==> src/rtl/ir_command_receiver_pkg.sv <==
// Shared definitions for the IR toy-car link: FSM states, burst classes,
// default burst sizes and the burst-length classifier.
package ir_pkg;

    typedef enum logic [1:0] {
        IDLE = 2'd0,
        SEL  = 2'd1,
        BITS = 2'd2,
        DONE = 2'd3
    } ir_state_e;

    typedef enum logic [1:0] {
        START = 2'd0,
        ONE   = 2'd1,
        ZERO  = 2'd2,
        BAD   = 2'd3
    } burst_class_e;

    // Default link constants, common to transmitter and receiver
    localparam int DEF_ENV_TIMEOUT   = 1500;
    localparam int DEF_START_SIZE    = 88;
    localparam int DEF_SELECT_SIZE   = 22;
    localparam int DEF_ASSERT_SIZE   = 44;
    localparam int DEF_DEASSERT_SIZE = 22;
    localparam int DEF_TOL           = 4;
    localparam int DEF_GAP_MAX       = 100000;

    // True when n lies within size +/- tol; 9-bit signed so nothing wraps
    function automatic logic within_tol(input logic [7:0]        n,
                                        input logic signed [8:0] size,
                                        input logic signed [8:0] tol);
        logic signed [8:0] diff;
        diff = $signed({1'b0, n}) - size;
        return (diff <= tol) && (diff >= -tol);
    endfunction

    // First match wins: START, then ONE, then ZERO (also the select length)
    function automatic burst_class_e classify_burst(input logic [7:0]        n,
                                                    input logic signed [8:0] start_sz,
                                                    input logic signed [8:0] assert_sz,
                                                    input logic signed [8:0] deassert_sz,
                                                    input logic signed [8:0] tol);
        burst_class_e cls;
        if (within_tol(n, start_sz, tol)) begin
            cls = START;
        end else if (within_tol(n, assert_sz, tol)) begin
            cls = ONE;
        end else if (within_tol(n, deassert_sz, tol)) begin
            cls = ZERO;
        end else begin
            cls = BAD;
        end
        return cls;
    endfunction

endpackage

==> src/rtl/ir_command_receiver_envelope.sv <==
// Synchronises the raw IR input, detects carrier rising edges, tracks the
// burst envelope with a timeout and counts carrier cycles per burst.
module ir_envelope_detector #(
    parameter int ENV_TIMEOUT = 1500
) (
    input  logic       clk,
    input  logic       rst_n,
    input  logic       ir_in,
    output logic       env,
    output logic       env_fall,
    output logic [7:0] burst_len
);

    localparam int              TW       = $clog2(ENV_TIMEOUT + 1);
    localparam logic [TW-1:0]   TMO_LAST = TW'(ENV_TIMEOUT - 1);

    logic          sync1_q, sync1_d;
    logic          sync2_q, sync2_d;
    logic          prev_q,  prev_d;
    logic          env_q,   env_d;
    logic          fall_q,  fall_d;
    logic [TW-1:0] tmo_q,   tmo_d;
    logic [7:0]    cnt_q,   cnt_d;
    logic [7:0]    len_q,   len_d;
    logic          rise_s;

    assign rise_s = sync2_q & ~prev_q;

    // Next-state: an edge always re-arms the envelope, even on a timeout cycle
    always_comb begin
        sync1_d = ir_in;
        sync2_d = sync1_q;
        prev_d  = sync2_q;
        env_d   = env_q;
        tmo_d   = tmo_q;
        cnt_d   = cnt_q;
        len_d   = len_q;
        fall_d  = 1'b0;
        if (rise_s) begin
            env_d = 1'b1;
            tmo_d = '0;
            if (cnt_q != 8'hFF) begin
                cnt_d = cnt_q + 8'd1;
            end else begin
                cnt_d = cnt_q;
            end
        end else if (env_q) begin
            if (tmo_q == TMO_LAST) begin
                // Burst over: hand the length to the classifier and restart counting
                env_d  = 1'b0;
                tmo_d  = '0;
                fall_d = 1'b1;
                len_d  = cnt_q;
                cnt_d  = 8'd0;
            end else begin
                tmo_d = tmo_q + TW'(1);
            end
        end else begin
            tmo_d = '0;
        end
    end

    // State registers with asynchronous clear
    always_ff @(posedge clk or negedge rst_n) begin
        if (!rst_n) begin
            sync1_q <= 1'b0;
            sync2_q <= 1'b0;
            prev_q  <= 1'b0;
            env_q   <= 1'b0;
            fall_q  <= 1'b0;
            tmo_q   <= '0;
            cnt_q   <= 8'd0;
            len_q   <= 8'd0;
        end else begin
            sync1_q <= sync1_d;
            sync2_q <= sync2_d;
            prev_q  <= prev_d;
            env_q   <= env_d;
            fall_q  <= fall_d;
            tmo_q   <= tmo_d;
            cnt_q   <= cnt_d;
            len_q   <= len_d;
        end
    end

    assign env       = env_q;
    assign env_fall  = fall_q;
    assign burst_len = len_q;

endmodule

==> src/rtl/ir_command_receiver.sv <==
// IR toy-car command decoder: classifies carrier bursts and walks the
// start / select / four-bit frame, publishing the command on success.
module ir_command_receiver
    import ir_pkg::*;
#(
    parameter int ENV_TIMEOUT   = DEF_ENV_TIMEOUT,
    parameter int START_SIZE    = DEF_START_SIZE,
    parameter int SELECT_SIZE   = DEF_SELECT_SIZE,
    parameter int ASSERT_SIZE   = DEF_ASSERT_SIZE,
    parameter int DEASSERT_SIZE = DEF_DEASSERT_SIZE,
    parameter int TOL           = DEF_TOL,
    parameter int GAP_MAX       = DEF_GAP_MAX
) (
    input  logic       CLK,
    input  logic       RST,
    input  logic       IR_IN,
    output logic [3:0] COMMAND,
    output logic       CMD_VALID,
    output logic       FRAME_ERR,
    output logic       BUSY
);

    localparam int                GW          = $clog2(GAP_MAX + 1);
    localparam logic [GW-1:0]     GAP_MAX_C   = GW'(GAP_MAX);
    localparam logic signed [8:0] START_SZ_C  = 9'(START_SIZE);
    localparam logic signed [8:0] ASSERT_SZ_C = 9'(ASSERT_SIZE);
    localparam logic signed [8:0] DEASS_SZ_C  = 9'(DEASSERT_SIZE);
    localparam logic signed [8:0] TOL_C       = 9'(TOL);

    logic         env_s;
    logic         env_fall_s;
    logic [7:0]   burst_len_s;
    burst_class_e cls_s;

    ir_state_e    state_q,     state_d;
    logic [1:0]   idx_q,       idx_d;
    logic [3:0]   shreg_q,     shreg_d;
    logic [GW-1:0] gap_q,      gap_d;
    logic [3:0]   command_q,   command_d;
    logic         cmd_valid_q, cmd_valid_d;
    logic         frame_err_q, frame_err_d;
    logic         busy_q,      busy_d;

    ir_envelope_detector #(
        .ENV_TIMEOUT (ENV_TIMEOUT)
    ) u_env (
        .clk       (CLK),
        .rst_n     (RST),
        .ir_in     (IR_IN),
        .env       (env_s),
        .env_fall  (env_fall_s),
        .burst_len (burst_len_s)
    );

    // SELECT has the ZERO length, so only three sizes need comparing
    assign cls_s = classify_burst(burst_len_s, START_SZ_C, ASSERT_SZ_C, DEASS_SZ_C, TOL_C);

    // Frame FSM next-state, gap watchdog and output pulses
    always_comb begin
        state_d     = state_q;
        idx_d       = idx_q;
        shreg_d     = shreg_q;
        command_d   = command_q;
        cmd_valid_d = 1'b0;
        frame_err_d = 1'b0;

        // Watchdog only counts envelope-low time inside a frame
        if ((state_q == SEL || state_q == BITS) && !env_s) begin
            if (gap_q == GAP_MAX_C) begin
                gap_d = gap_q;
            end else begin
                gap_d = gap_q + GW'(1);
            end
        end else begin
            gap_d = '0;
        end

        case (state_q)
            IDLE: begin
                // Stray bursts outside a frame are dropped without an error
                if (env_fall_s && cls_s == START) begin
                    state_d = SEL;
                end else begin
                    state_d = IDLE;
                end
            end
            SEL: begin
                if (gap_q == GAP_MAX_C) begin
                    state_d     = IDLE;
                    frame_err_d = 1'b1;
                end else if (env_fall_s) begin
                    if (cls_s == ZERO) begin
                        state_d = BITS;
                        idx_d   = 2'd0;
                        shreg_d = 4'd0;
                    end else begin
                        state_d     = IDLE;
                        frame_err_d = 1'b1;
                    end
                end else begin
                    state_d = SEL;
                end
            end
            BITS: begin
                if (gap_q == GAP_MAX_C) begin
                    state_d     = IDLE;
                    frame_err_d = 1'b1;
                end else if (env_fall_s) begin
                    case (cls_s)
                        ONE, ZERO: begin
                            shreg_d[idx_q] = (cls_s == ONE);
                            idx_d          = idx_q + 2'd1;
                            if (idx_q == 2'd3) begin
                                state_d = DONE;
                            end else begin
                                state_d = BITS;
                            end
                        end
                        default: begin
                            state_d     = IDLE;
                            frame_err_d = 1'b1;
                        end
                    endcase
                end else begin
                    state_d = BITS;
                end
            end
            DONE: begin
                command_d   = shreg_q;
                cmd_valid_d = 1'b1;
                state_d     = IDLE;
            end
            default: begin
                state_d = IDLE;
            end
        endcase

        busy_d = (state_d != IDLE);
    end

    // FSM and registered outputs
    always_ff @(posedge CLK or negedge RST) begin
        if (!RST) begin
            state_q     <= IDLE;
            idx_q       <= 2'd0;
            shreg_q     <= 4'd0;
            gap_q       <= '0;
            command_q   <= 4'd0;
            cmd_valid_q <= 1'b0;
            frame_err_q <= 1'b0;
            busy_q      <= 1'b0;
        end else begin
            state_q     <= state_d;
            idx_q       <= idx_d;
            shreg_q     <= shreg_d;
            gap_q       <= gap_d;
            command_q   <= command_d;
            cmd_valid_q <= cmd_valid_d;
            frame_err_q <= frame_err_d;
            busy_q      <= busy_d;
        end
    end

    assign COMMAND   = command_q;
    assign CMD_VALID = cmd_valid_q;
    assign FRAME_ERR = frame_err_q;
    assign BUSY      = busy_q;

endmodule

==> config.mk <==
export PLATFORM = sky130hd
export DESIGN_NAME = ir_command_receiver
export DESIGN_NICKNAME = d
export VERILOG_FILES = /design/src/rtl/ir_command_receiver_pkg.sv /design/src/rtl/ir_command_receiver_envelope.sv /design/src/rtl/ir_command_receiver.sv
export SDC_FILE = /design/constraint.sdc
export NUM_CORES = 1
export LEC_CHECK = 0
export ABC_AREA = 1
export ABC_CLOCK_PERIOD_IN_PS = 2600
export CAP_MARGIN = 20
export CELL_PAD_IN_SITES_DETAIL_PLACEMENT = 1
export CELL_PAD_IN_SITES_GLOBAL_PLACEMENT = 1
export CORE_ASPECT_RATIO = 2
export CORE_UTILIZATION = 42
export CTS_CLUSTER_SIZE = 28
export DETAILED_ROUTE_END_ITERATION = 6
export HOLD_SLACK_MARGIN = 0.12
export PLACE_DENSITY_LB_ADDON = 0.2
export SLEW_MARGIN = 20
export SYNTH_ARGS = -nofsm -noshare
export SYNTH_HDL_FRONTEND = slang
export SYNTH_HIERARCHICAL = 1
export SYNTH_SLANG_ARGS = --single-unit
==> constraint.sdc <==
create_clock -name CLK -period 2.6 [get_ports CLK]
set_clock_uncertainty 0.05 [all_clocks]
set_input_delay 0.52 -clock CLK [delete_from_list [all_inputs] [get_ports CLK]]
set_output_delay 0.52 -clock CLK [all_outputs]
set_load 0.005 [all_outputs]
==> flow_summary.toml <==
[outcome]
status = "complete, no violations"

[placement]
place.gp.congestion = 0.821
post-dp-hpwl_mm = 7.28
port-buffer-count = 9
dp.cells = 634

[timing]
setup_violations = 0
rsz0062_at_grt = "true"
fmax_mhz = 391
relSlewSlack_pct = 63.2
slew_viol_final = 0
fin_crit_ps = 2560
tightest_slew_ps = 552
finalHoldViolations = 0
period_share_pct = 98.4

[detailed_routing]
ant_nets = 0
vias = 3432
drc = 0
viasPerCell = 5.25
drt-total-wl_mm = 10.1
routedWlPerCell_um = 15.4
drt_iter0_markers = 118
drtPass1Iterations = 4

[final_layout]
area_delta_synth_final_pct = 22.9
regArea_um2 = 1610
drive_above_1_share_pct = 27.1
final_cells = 654
num_antenna_cells = 0
multi_input_area_um2 = 2350
num-fill-cells = 1117
finalNetCount = 573

[clocking]
cts_sinks = 64
cts_buffers = 9
ctsHoldBuffers = 0
clock_latency_ps = 340
cts_root_buffer = "clkbuf_16"
clk_pin_slew_ps = 60
cts_buffer_depth = 2
cts_tree = "built"
htree_levels = 3

[synthesis]
synth-seq-cells = 64
syn_inst = 512
synth_top_cell_by_area = "dfrtp_1"
synthArstFlopShare_pct = 100
netlist_area_um2 = 4040
synth_nets = 540
ys_types = 38
avgSynthCellArea_um2 = 7.90
yosysTopAreaCellShare_pct = 39.6
synth_flop_cell = "dfrtp_1"
yosysWarnings = 6
synth_edf_count = 0
synthTopCellsByArea = "dfrtp_1, nand2_1, ha_1, inv_1, nor2_1"
synth_seq_area_share_pct = 39.6

[setup_path]
arrival_ps = 2730
start_kind = "register"
cp_data_required_time_ps = 2780
reg2reg_to = "shreg_q[0]$_DFFE_PN0P_"
reg2reg_depth = 19
r2r_start = "u_env/burst_len[3]$_DFFE_PN0P_"
crit_start = "u_env/burst_len[3]$_DFFE_PN0P_"
critPathMaxFanout = 5
worst_setup_path_end_kind = "register"
r2r_slack_ps = 40
cp-endpoint = "shreg_q[0]$_DFFE_PN0P_"
crit_type = "register to register"

[global_route]
grt_pass1_wl_mm = 17.0
grt_pass1_vias = 3744
antenna_found_initial = 0
grt_overflow = 0
grt_max_degree = 43
grt_usage_pct = 22.1

[floorplanning]
die_x_um = 71.4
rows = 50
start_util_pct = 43.4
die_y_um = 141
core_region_area_um2 = 9320
dieArea_um2 = 10000
ioPinCount = 10

[run]
drv_cap = 0

[power]
p_leak_uw = 0.00231
peakVddDrop_mv = 0.565
cellPowerDensity_nw_per_um2 = 522
p_total_uw = 2590

[hold_path]
min_path_type = "input pin to async pin"
==> layout make-up <==
type	count	area share, %
Sequential cell	64	32.3
Clock inverter	7	1.94
Timing Repair Buffer	32	5.82
Multi-Input combinational cell	368	47.4
Inverter	70	5.44
Tap cell	104	2.62
Clock buffer	9	4.53
==> critical path: stages, from the launching register on <==
cell and delay, ps:
dfrtp_2 460, buf_6 150, ha_4 170, nand2_2 60, inv_2 40, nor2_4 120
nand3_2 110, nor2_4 100, nand2_2 70, nand3_2 100, nor2_2 50, nor2_2 120
ha_4 230, nand2_4 70, nand2_4 50, a21oi_4 170, buf_6 140, nand3_2 60
nand2_1 80, nand2_1 50
==> report_power, final <==
| part | internal, uW | total [uW] | switching [uW] |
|---|---|---|---|
| Clock | 838 | 1300 | 459 |
| Sequential | 1050 | 1110 | 65.0 |
| Combinational | 72.8 | 182 | 109 |
==> per-layer routing <==
| layer | up-vias | track usage [%] | wire length, um | share of wire, % |
|---|---|---|---|---|
| li1 | 1691 | - | - | - |
| met1 | 1695 | 22.3 | 3630 | 36 |
| met2 | 26 | 43.5 | 6100 | 60 |
| met3 | 20 | 2.79 | 131 | 1.3 |
| met4 | 0 | 10.0 | 233 | 2.3 |
| met5 | - | 0 | 0 | 0 |
==> Yosys cell counts (all sizes together), types with 3 or more instances <==
library cell and number:
nand3 46, xor2 10, nand2 141, nor3 16, nand4 12, nor2 64
buf 8, o21ai 23, ha 25, mux2 4, a21oi 13, nor4 3
dfrtp 64, inv 70
==> repair_timing <==
| action | in CTS | in global routing |
|---|---|---|
| pin swaps | 11 | 31 |
| setup endpoints to repair | 7 | 9 |
| buffers inserted | 3 | 1 |
| gates resized for setup | 34 | 50 |
==> layout by cell type, fill, tap and decap left out, types with 11 or more instances in the layout <==
cell type	count
a21oi_1	11
buf_4	17
nand2_1	111
dfrtp_1	61
ha_1	15
inv_1	58
nand2_2	24
nor2_1	44
nand3_1	36
nor3_1	11
==> how the worst min path moves through the flow <==
stage | start | endpoint | slack (ps) | cells past startpoint
6_report | RST | gap_q[8]$_DFFE_PN0P_ | 120 | 1
5_1_grt | RST | gap_q[4]$_DFFE_PN0P_ | 160 | 1
4_1_cts | RST | gap_q[8]$_DFFE_PN0P_ | 130 | 1
3_5_place_dp | u_env/sync1_q$_DFF_PN0_ | u_env/prev_d$_DFF_PN0_ | 300 | 0
3_3_place_gp | u_env/sync1_q$_DFF_PN0_ | u_env/prev_d$_DFF_PN0_ | 280 | 0
2_1_floorplan | RST | BUSY$_DFF_PN0_ | 170 | 0
==> per-stage QoR <==
step / setup TNS (ps) / instance area [um2] / hold WS (ps) / setup slack (ps) / util, %
detailed placement: -560 / 4320 / 295 / -159 / 46.3
finish: 0 / 4970 / 116 / 42.8 / 53.3
global route: -960 / 4970 / 162 / -146 / 53.3
floorplan: 0 / 4040 / 174 / 60.4 / -
global placement: -157 / 4320 / 283 / -63.2 / 46.3
CTS: 0 / 4770 / 130 / 6.95 / 51.2
==> cells by family (layout without fill, tap and decap cells) <==
logic type               Yosys count  in the layout  share of synthesized area, %
AO/OA/AOI/OAI                     40             40                          6.13
XOR/XNOR                          12             12                          2.60
adder cells (fa/ha/maj)           25             25                          7.74
buffers and inverters             80            118                          8.79
flip-flops                        64             64                          39.6
multiplexers                       4              4                          1.11
AND/OR/NAND/NOR                  287            287                          34.0
==> sequential cells by signal, summed over array words and instances, names as in the netlist <==
name / cells
BUSY: 1
CMD_VALID: 1
COMMAND: 4
FRAME_ERR: 1
gap_q: 17
idx_q: 2
shreg_q: 4
state_q: 2
u_env/burst_len: 8
u_env/cnt_q: 8
u_env/env: 1
u_env/env_fall: 1
u_env/prev_d: 1
u_env/prev_q: 1
u_env/sync1_q: 1
u_env/tmo_q: 11
(Power assumes the default switching activity.)
